### src/rtl/pc_fetch_unit.sv
// pc_fetch_unit
//   Holds the architectural PC and sequences one-word instruction fetches.
//   NextPC comes from the external PC-select mux (PC+4 or branch target).
//   PCPlus4 feeds back to that mux. A fetch runs over a req/ack handshake to
//   instruction memory, and the fetched word goes to decode over valid/ready.
//   A Redirect pulse flushes any in-flight or held word.
// Ports
//   Clk, Rst_n           clock, asynchronous active-low reset
//   NextPC, Redirect     next PC from the mux, branch-taken pulse
//   PC, PCPlus4          current PC and PC+4 (combinational, wraps)
//   IMemReq/Addr/Ack/Data  instruction memory handshake
//   InstrValid/Instr/InstrPC, DecReady  decode handshake
module pc_fetch_unit #(
   parameter logic [31:0] RESET_PC = 32'h0000_0000
) (
   input  logic        Clk,
   input  logic        Rst_n,
   input  logic [31:0] NextPC,
   input  logic        Redirect,
   output logic [31:0] PC,
   output logic [31:0] PCPlus4,
   output logic        IMemReq,
   output logic [31:0] IMemAddr,
   input  logic        IMemAck,
   input  logic [31:0] IMemData,
   output logic        InstrValid,
   output logic [31:0] Instr,
   output logic [31:0] InstrPC,
   input  logic        DecReady
);

   typedef enum logic {HOLD, REQ} state_t;

   state_t      state, state_n;
   logic [31:0] pc_q, pc_n;
   logic        drop, drop_n;
   logic [31:0] redir_tgt, tgt_n;
   logic        vld_q, vld_n;
   logic [31:0] instr_q, instr_n;
   logic [31:0] ipc_q, ipc_n;
   logic [31:0] np;

   // PC is always word aligned; the low bits of any loaded value are ignored.
   assign np = NextPC & 32'hFFFF_FFFC;

   always_ff @(posedge Clk or negedge Rst_n) begin
      if (!Rst_n) begin
         state     <= HOLD;
         pc_q      <= RESET_PC & 32'hFFFF_FFFC;
         drop      <= 1'b0;
         redir_tgt <= 32'h0;
         vld_q     <= 1'b0;
         instr_q   <= 32'h0;
         ipc_q     <= 32'h0;
      end else begin
         state     <= state_n;
         pc_q      <= pc_n;
         drop      <= drop_n;
         redir_tgt <= tgt_n;
         vld_q     <= vld_n;
         instr_q   <= instr_n;
         ipc_q     <= ipc_n;
      end
   end

   always_comb begin
      state_n = state;
      pc_n    = pc_q;
      drop_n  = drop;
      tgt_n   = redir_tgt;
      vld_n   = vld_q;
      instr_n = instr_q;
      ipc_n   = ipc_q;
      case (state)
         HOLD: begin
            if (Redirect) begin
               // Held word is squashed; decode ignores DecReady this cycle.
               vld_n   = 1'b0;
               pc_n    = np;
               state_n = REQ;
            end else if (!vld_q || DecReady) begin
               vld_n   = 1'b0;
               state_n = REQ;
            end
         end
         REQ: begin
            if (IMemAck) begin
               if (Redirect) begin
                  drop_n = 1'b0;
                  pc_n   = np;
               end else if (drop) begin
                  // Word belongs to the old path; restart at the saved target.
                  drop_n = 1'b0;
                  pc_n   = redir_tgt;
               end else begin
                  instr_n = IMemData;
                  ipc_n   = pc_q;
                  vld_n   = 1'b1;
                  pc_n    = np;
                  state_n = HOLD;
               end
            end else if (Redirect) begin
               // Address must stay stable until ack, so park the target.
               drop_n = 1'b1;
               tgt_n  = np;
            end
         end
      endcase
   end

   assign PC         = pc_q;
   assign PCPlus4    = pc_q + 32'd4;
   assign IMemReq    = (state == REQ);
   assign IMemAddr   = pc_q;
   assign InstrValid = vld_q;
   assign Instr      = instr_q;
   assign InstrPC    = ipc_q;

endmodule

### config.mk
export PLATFORM = sky130hd
export DESIGN_NAME = pc_fetch_unit
export DESIGN_NICKNAME = d
export VERILOG_FILES = /design/src/rtl/pc_fetch_unit.sv
export SDC_FILE = /design/constraint.sdc
export NUM_CORES = 1
export LEC_CHECK = 0
export ABC_CLOCK_PERIOD_IN_PS = 3200
export BUFFER_PORTS_ARGS = -buffer_cell sky130_fd_sc_hd__clkbuf_2
export CAP_MARGIN = 30
export CORE_MARGIN = 2
export CORE_UTILIZATION = 53
export DETAILED_ROUTE_END_ITERATION = 10
export PLACE_DENSITY = 0.86
export SETUP_SLACK_MARGIN = 0.1
export SLEW_MARGIN = 20
export SYNTH_ARGS = -nofsm -noshare
export SYNTH_HDL_FRONTEND = slang
export SYNTH_SLANG_ARGS = --single-unit
export TNS_END_PERCENT = 10
### constraint.sdc
create_clock -name Clk -period 3.2 [get_ports Clk]
set_clock_uncertainty 0.05 [all_clocks]
set_input_delay 0.16 -clock Clk [delete_from_list [all_inputs] [get_ports Clk]]
set_output_delay 0.16 -clock Clk [all_outputs]
set_load 0.05 [all_outputs]
==> impl_metrics.ini, run 1 <==
[timing]
worstMarginPinSlew_ns = 0.8342
final.setup.tns_ns = 0
min_period_ns = 2.794
setup_violations = 0
holdWs_ns = 0.07186
finalMaxSlewViolations = 0
layout_worst_path_cycle_share = 0.8732
slew_headroom = 0.4439
max_freq_mhz = 357.9
final-hold-violation-count = 0
rsz0062_at_grt = no

[critical_path]
path_cells = nand3_1, nor3_2, nand4_1, xnor2_1, clkbuf_2
cp-start-kind = flop
reg2reg_from = IMemReq
crit_required_ns = 2.99
cp_top_family = simple AND/OR/NAND/NOR gates
reg2reg_depth = 4
crit_type = flop to primary output
worst-path-buf-inv = 1
crit_start = IMemAddr[10]
crit_cells = 5
path_max_fanout = 9
arrival_ns = 2.58
max_stage_delay_ns = 0.54
endpoint_kind = primary output
cp_slowest_cell = dfrtp_1

[status]
outcome = finished clean

[clocking]
cts-buffers-inserted = 17
clk_root_buffer_cell = clkbuf_8
ctsHoldBuffers = 66
clock-sinks = 125
path_clk_slew_ns = 0.06
post-cts-setup-buffers = 0
cts_resized = 0
clk_latency_ns = 0.52
cts-htree-levels = 4
cts_tree = built
clockBufferDepth = 2

[min_path]
hold_start = Redirect
min_path_cells = 3
hold_class = primary input to flop

[die]
pin_count = 231
start_util = 0.5395
core_um2 = 10790
die_y_um = 108.8
rows = 38
fp.dieW_um = 108.8
fp.dieArea_um2 = 11840

[power_and_ir_drop]
ir_drop_v = 0.0004811
p_leak_nw = 4.016
power.density_nw_per_um2 = 932.0
power_mw = 7.461

[synth]
synth_top_area_cell = dfrtp_1
ys_warn_count = 0
synth-seq-cells = 125
synth_top_area_share = 0.5372
synth_cells = 465
synth_area_leaders = dfrtp_1 54%, mux2_2 16%, mux2i_1 5.2%
syn_area_um2 = 5823
syn_area_per_cell_um2 = 12.52
seq_area_frac_synth = 0.5372
ys_types = 33

[placed_design]
routabilityCongestion = 0.9087
hpwl_mm = 9.479
numPortBuffers = 220

[grt]
grt_pass1_vias = 4636
grt_usage = 0.2622
grt-ovfl-total = 0
grt_start_max_net_pins = 89
grt_pass1_wl_mm = 23.63
antenna_found_initial = 1

[drt]
antenna_left = 0
dr.pass1.iters = 4
routed_wirelength_mm = 15.14
dr_total_vias = 4569
vias_per_cell = 5.210
drtIter0Drc = 198
drc = 0
avgRoutedWirePerCell_um = 17.26

[finish]
fillers = 711
area_delta_synth_final_pct = 37.47
post-route-util = 0.7417
drive_gt1_frac = 0.4674
nNetsFinal = 793

[job]
maxCapViolations = 0
[cell type report]
class / count / area [um2] / share of cell area
sequential: 125 / 3128 / 0.3907
multi-input combinational: 282 / 2277 / 0.2845
clock buffer: 21 / 439.2 / 0.05486
inverter: 5 / 18.77 / 0.002344
tap: 140 / 175.2 / 0.02188
antenna: 1 / 2.502 / 0.0003126
clock inverter: 11 / 142.6 / 0.01782
timing repair buffer: 292 / 1822 / 0.2276
[cell usage after synthesis]
cell type / instances
and3_2: 1
conb_1: 1
mux2_1: 9
nand4_1: 11
buf_2: 10
buf_6: 7
nand3b_1: 2
clkbuf_1: 4
nor3_4: 1
nor3_1: 1
a31oi_1: 1
nor3_2: 1
buf_4: 39
and2_1: 3
a21boi_1: 1
xor2_1: 5
dfrtp_1: 125
mux2i_1: 30
nand2_1: 35
a21oi_1: 2
xnor2_1: 23
nor2_1: 6
inv_1: 5
and3_1: 7
nand3_1: 13
nand2b_1: 1
nand4b_1: 2
nand2_2: 1
and4_1: 2
and4_4: 1
ha_1: 1
mux2_2: 83
o21ai_0: 31
[placed cells by master, fill, tap and decap left out, types with 3 or more instances in the layout]
cell and n:
clkbuf_1 3, and3_1 7, xnor2_1 23, clkbuf_16 16, bufinv_16 3, buf_4 6
mux2_2 83, mux2_1 9, o21ai_0 31, nand2_1 35, nand3_1 13, clkinv_2 4
nor2_1 6, conb_1 8, clkbuf_2 219, dlygate4sd3_1 66, dfrtp_1 125, xor2_1 5
mux2i_1 30, inv_1 5, and2_1 3, nand4_1 11
[routing by layer]
layer  global-route usage  part of all wire  up-vias
met5                    0                 0        -
met3              0.05200             0.051       44
met4               0.1227             0.033        0
met2               0.4652              0.54      196
met1               0.3050              0.38     2237
li1                     -                 -     2092
[registers in the layout, summed over array words and instances, names as in the netlist]
register,flops
Instr,32
IMemAddr,30
InstrPC,30
redir_tgt,30
IMemReq,1
InstrValid,1
drop,1
[worst register-to-register path: cells and delay by family, from the launching register on]
| kind | cells | cell delay, ns |
|---|---|---|
| AND/OR/NAND/NOR | 2 | 0.24 |
| multiplexers | 1 | 0.45 |
| buffers and inverters | 1 | 0.67 |
| flip-flops | 1 | 0.48 |
[metrics by stage]
step           cell area [um2]  worst slack, ns  std cells
5_1_grt                   8005           0.2804        877
4_1_cts                   8003           0.3886        876
6_report                  8005           0.4059        877
2_1_floorplan             5849           0.6003        472
3_3_place_gp              6760            1.022        778
3_5_place_dp              6760           0.9436        778
[final timing paths]
kind,endpoint,slack (ns)
max reg2reg,InstrPC[24],1.19
min in group asynchronous,Instr[3],0.12
min reg2reg,Instr[27],0.44
min,IMemReq,0.07
max in group asynchronous,InstrPC[9],2.13
max,PCPlus4[31],0.41
[report_power, final]
part / internal, mW / switching (mW) / total [mW]
registers: 2.01 / 0.380 / 2.39
clock network: 1.20 / 0.683 / 1.89
logic: 0.794 / 2.39 / 3.19
total: 4.00 / 3.46 / 7.46
[cell families (layout without fill, tap and decap cells)]
logic type | Yosys count | after routing | share of synthesized area
compound gates | 35 | 35 | 0.03073
xor+xnor | 28 | 28 | 0.04211
fa+ha+maj | 1 | 1 | 0.002148
buf+inv | 65 | 329 | 0.07821
flops | 125 | 125 | 0.5372
mux | 122 | 122 | 0.2295
other cells | 1 | 9 | 0.0006440
simple gates | 88 | 88 | 0.07950
(Power assumes the default switching activity.)
==> inputs of run 2 (changes only) <==
BUFFER_PORTS_ARGS = -buffer_cell sky130_fd_sc_hd__buf_2   (was -buffer_cell sky130_fd_sc_hd__clkbuf_2)
==> run 2 against run 1 <==
Count of clock-buffer cells in the layout up 1. Worst hold slack lost 0.033 ns. Via count down 0.66%. Setup slack better by 0.095 ns. Critical endpoint unchanged.
==> impl_metrics.ini, run 2 (synthesis results as in run 1) <==
[drt]
avgRoutedWirePerCell_um = 17.14
drc = 0
antenna_left = 0
dr_total_vias = 4539
vias_per_cell = 5.164
dr.pass1.iters = 5
routed_wirelength_mm = 15.06
drtIter0Drc = 203

[clocking]
cts_tree = built
cts-htree-levels = 4
clk_root_buffer_cell = clkbuf_8
clock-sinks = 125
cts-buffers-inserted = 17
clockBufferDepth = 2
post-cts-setup-buffers = 0
path_clk_slew_ns = 0.06
clk_latency_ns = 0.51

[die]
rows = 38
die_y_um = 108.8
core_um2 = 10790
fp.dieW_um = 108.8
start_util = 0.5395
fp.dieArea_um2 = 11840
pin_count = 231

[timing]
finalMaxSlewViolations = 0
worstMarginPinSlew_ns = 0.8330
layout_worst_path_cycle_share = 0.8435
final-hold-violation-count = 0
rsz0062_at_grt = no
setup_violations = 0
max_freq_mhz = 370.5
min_period_ns = 2.699
final.setup.tns_ns = 0
slew_headroom = 0.4447

[power_and_ir_drop]
ir_drop_v = 0.0006456
power.density_nw_per_um2 = 922.6
p_leak_nw = 3.994

[min_path]
hold_class = primary input to flop
min_path_cells = 3
hold_start = Redirect
min_to = IMemReq

[finish]
mostFrequentLayoutCell = buf_2
final_cell_mix = 219 x buf_2, 125 x dfrtp_1, 83 x mux2_2, 66 x dlygate4sd3_1, 35 x nand2_1
drive_gt1_frac = 0.4681
ff_latch_area_um2 = 3128
multi_input_area_um2 = 2277
largest_register_ffs = 32
fillers = 685
area_delta_synth_final_pct = 37.41
final_cell_area_um2 = 8001
nNetsFinal = 794

[job]
maxCapViolations = 0

[critical_path]
cp_slowest_cell = dfrtp_1
reg2reg_from = IMemReq
max_stage_delay_ns = 0.51
path_cells = nand3_1, nor3_2, nand4_1, xnor2_1, buf_2
cp-start-kind = flop
path_max_fanout = 9
r2r_end = InstrPC[23]
crit_start = IMemAddr[10]
endpoint_kind = primary output
worst-path-buf-inv = 1
arrival_ns = 2.49
crit_required_ns = 2.99
crit_type = flop to primary output
rrSetupSlack_ns = 1.17
cp_top_family = simple AND/OR/NAND/NOR gates
reg2reg_depth = 4

[grt]
grt_usage = 0.2593
antenna_found_initial = 2
grt-ovfl-total = 0
grt_start_max_net_pins = 65
grt_pass1_vias = 4605
grt_pass1_wl_mm = 23.44

[placed_design]
hpwl_mm = 9.286
numPortBuffers = 220
routabilityCongestion = 0.9077
placed_area_um2 = 6768

[status]
outcome = finished clean
-- run 2: cell count changes in the layout (fill, tap and decap cells not counted) --
cell / change
clkinvlp_4: +1
clkbuf_2: -219
buf_2: +219
diode_2: +1
clkbuf_8: +1
bufinv_16: -1
clkinv_2: -1
buf_4: +1
-- run 2: cell type report --
cell class / instances / share of cell area
Clock inverter: 10 / 0.01439
Antenna cell: 2 / 0.0006255
Inverter: 5 / 0.002346
Multi-Input combinational cell: 282 / 0.2846
Tap cell: 140 / 0.02189
Timing Repair Buffer: 293 / 0.2286
Sequential cell: 125 / 0.3909
Clock buffer: 22 / 0.05661
-- run 2: per-layer routing --
metal | up-vias | track usage | wire, um
met1 | 2253 | 0.3051 | 5890
li1 | 2096 | - | -
met4 | 0 | 0.09799 | 311
met5 | - | 0 | 0
met2 | 160 | 0.4656 | 8208
met3 | 30 | 0.05380 | 651
-- run 2: timing repair --
action                    in CTS  in global routing
hold buffers                  66                  0
resized for setup              0                  0
hold endpoints to repair     149                  0
-- run 2: how the worst max path moves through the flow --
| stage | cells after the start | slack [ns] | endpoint |
|---|---|---|---|
| floorplan | 6 | 0.60 | PCPlus4[24] |
| global placement | 5 | 1.05 | PCPlus4[31] |
| detailed placement | 5 | 1.05 | PCPlus4[31] |
| CTS | 5 | 0.49 | PCPlus4[31] |
| global route | 5 | 0.32 | PCPlus4[31] |
| finish | 5 | 0.50 | PCPlus4[31] |
-- run 2: worst reg2reg max path: cells and delay by family, from the launching register on --
| kind | cells | cell delay, ns |
|---|---|---|
| buffers and inverters | 1 | 0.64 |
| multiplexers | 1 | 0.50 |
| flip-flops | 1 | 0.49 |
| AND/OR/NAND/NOR | 2 | 0.23 |
-- run 2: through the flow --
step	worst slack, ns	utilization	instances	hold WS (ns)	total power, mW
2_1_floorplan	0.6003	-	472	-0.1856	4.842
3_3_place_gp	1.053	0.6271	779	0.2083	5.415
3_5_place_dp	1.048	0.6271	779	0.2052	5.490
4_1_cts	0.4906	0.7409	877	0.02418	7.385
5_1_grt	0.3204	0.7414	879	0.06299	7.682
6_report	0.5009	0.7414	879	0.03903	7.382
-- run 2: power breakdown --
| part | leakage [nW] | internal [mW] | switching, mW |
|---|---|---|---|
| Sequential | 1.50 | 2.01 | 0.358 |
| Combinational | 2.23 | 0.812 | 2.38 |
| Clock | 0.271 | 1.15 | 0.677 |
| Total | 3.99 | 3.96 | 3.42 |
==> inputs of run 3 (changes only) <==
ABC_CLOCK_PERIOD_IN_PS = 2400   (was 3200)
CORE_UTILIZATION = 44   (was 53)
PLACE_DENSITY = 0.76   (was 0.86)
clock period = 2.4 ns   (was 3.2 ns; I/O delays follow)
==> run 3 against run 2 <==
Non-clock buffer count grew 8. Via count grew 0.20%. Combinational power grew 36%. Highest routed layer is now met5. Register-to-register slack lost 0.47 ns. Die area grew 20%. Sequential power grew 33%. Design area grew 2.3%. Wire length grew 0.19%. Flip-flop and latch count is the same. Worst hold slack lost 0.0047 ns. Cell count grew 5.0%.
==> impl_metrics.ini, run 3 (synthesis results as in run 1) <==
[critical_path]
path_max_fanout = 7
arrival_ns = 2.12
reg2reg_from = IMemReq
cp_top_family = simple AND/OR/NAND/NOR gates
max_stage_delay_ns = 0.44
cp_slowest_cell = dfrtp_2
endpoint_kind = primary output
cp-start-kind = flop
crit_required_ns = 2.23
crit_type = flop to primary output
crit_start = IMemAddr[7]
worst-path-buf-inv = 1
path_cells = and3_2, and4_4, nand4_1, xnor2_1, buf_4

[power_and_ir_drop]
switching_share = 0.4627
p_switching_mw = 4.520
combPwrFrac = 0.445
p_leak_nw = 4.036
p_seq_frac = 0.321
clockPowerShare = 0.234
ir_drop_v = 0.0007385
p_int_mw = 5.249
power.density_nw_per_um2 = 1194

[grt]
grt_pass1_wl_mm = 23.04
grt_start_max_net_pins = 65
grt-ovfl-total = 0
grt_usage = 0.2107
antenna_found_initial = 4
grt_pass1_vias = 4575

[drt]
route.met2.wl_mm = 7.664
drc = 0
top_layer = met5
dr.pass1.iters = 5
antenna_left = 0
drtIter0Drc = 151
vias_per_cell = 4.927
avgRoutedWirePerCell_um = 16.35
routed-wl-met3_um = 875
m1WireLength_mm = 6.125
dr_total_vias = 4548
routed_wirelength_mm = 15.09

[finish]
final_cell_area_um2 = 8184
stdcell_count = 923
nNetsFinal = 803
fillers = 988
mostFrequentLayoutCell = buf_2
area_delta_synth_final_pct = 40.55
drive_gt1_frac = 0.5027
final_cell_mix = 208 x buf_2, 112 x dfrtp_1, 83 x mux2_2, 65 x dlygate4sd3_1, 35 x nand2_1
largest_register_ffs = 32

[min_path]
hold_class = primary input to flop
hold_start = Redirect

[timing]
slew_headroom = 0.5692
holdWs_ns = 0.03436
rsz0062_at_grt = yes
final-hold-violation-count = 0
layout_worst_path_cycle_share = 0.9559
setup_violations = 0
worstMarginPinSlew_ns = 0.6462
fin_ws_ns = 0.1058
min_period_ns = 2.294
max_freq_mhz = 435.9
finalMaxSlewViolations = 0

[placed_design]
placed_area_um2 = 6878
numPlacedInstances = 820
routabilityCongestion = 0.8377
pre_cts_slack_ns = 0.3781
hpwl_mm = 9.479
numPortBuffers = 220

[die]
start_util = 0.4450
die_y_um = 119.0
pin_count = 231
fp.dieArea_um2 = 14170
core_um2 = 13090
rows = 42
fp.dieW_um = 119.0

[job]
maxCapViolations = 0

[clocking]
cts_tree = built
clk_latency_ns = 0.41
clock-sinks = 125
clk_root_buffer_cell = clkbuf_16
cts-htree-levels = 4
clockBufferDepth = 2
path_clk_slew_ns = 0.06
cts-buffers-inserted = 17

[status]
outcome = finished clean
-- run 3: cell types whose count changed in the layout (fill, tap and decap cells not counted), sizes merged --
cell and change:
buf +8, clkinv +2, clkinvlp -2, and4 +1, bufinv -1, diode +1
dlygate4sd3 -1
-- run 3: power by group through the flow --
stage | Clock (mW) | Combinational (mW) | Sequential, mW
6_report | 2.28 | 4.35 | 3.14
5_1_grt | 2.43 | 4.52 | 3.21
4_1_cts | 2.33 | 4.32 | 3.11
3_5_place_dp | 0 | 4.21 | 3.13
3_3_place_gp | 0 | 4.17 | 3.09
2_1_floorplan | 0 | 1.72 | 4.74
-- run 3: worst reg2reg max path, cell delays in order (launching register included) --
cell     delay [ns]
dfrtp_1        0.47
nand2_2        0.12
nor3_4         0.16
buf_12         0.32
mux2_2         0.46
-- run 3: path summary, 6_finish.rpt --
check	cells past startpoint	endpoint	slack [ns]
min in group asynchronous	2	InstrPC[22]	0.21
min	3	drop	0.03
max	5	PCPlus4[31]	0.11
min reg2reg	1	Instr[27]	0.44
max reg2reg	4	InstrPC[23]	0.70
max in group asynchronous	3	InstrPC[30]	1.36
-- run 3: area by class of cell --
cell class / count / area (um2) / area share
timing repair buffer: 301 / 1934 / 0.2364
antenna: 3 / 7.507 / 0.0009173
tap: 176 / 220.2 / 0.02691
sequential: 125 / 3144 / 0.3842
clock buffer: 21 / 450.4 / 0.05504
clock inverter: 9 / 72.57 / 0.008867
multi-input combinational: 283 / 2336 / 0.2854
inverter: 5 / 18.77 / 0.002293
-- run 3: what timing repair did --
action,in CTS,in global routing
pin swaps,1,4
buffers inserted,0,3
endpoints found under the hold margin,140,0
gates cloned,0,2
gates resized for setup,14,25
setup endpoints to repair,17,19
hold buffers,65,0
-- run 3: layer usage --
metal  up-vias  global-route usage
met1      2224              0.2457
met2       181              0.3549
met5         -                   0
met3        26             0.06034
li1       2115                   -
met4         2              0.1057
-- run 3: per-stage QoR --
stage	util	power (mW)	TNS, ns
2_1_floorplan	-	6.462	-1.780
3_3_place_gp	0.5256	7.259	0
3_5_place_dp	0.5256	7.348	0
4_1_cts	0.6176	9.765	0
5_1_grt	0.6255	10.16	0
6_report	0.6255	9.769	0
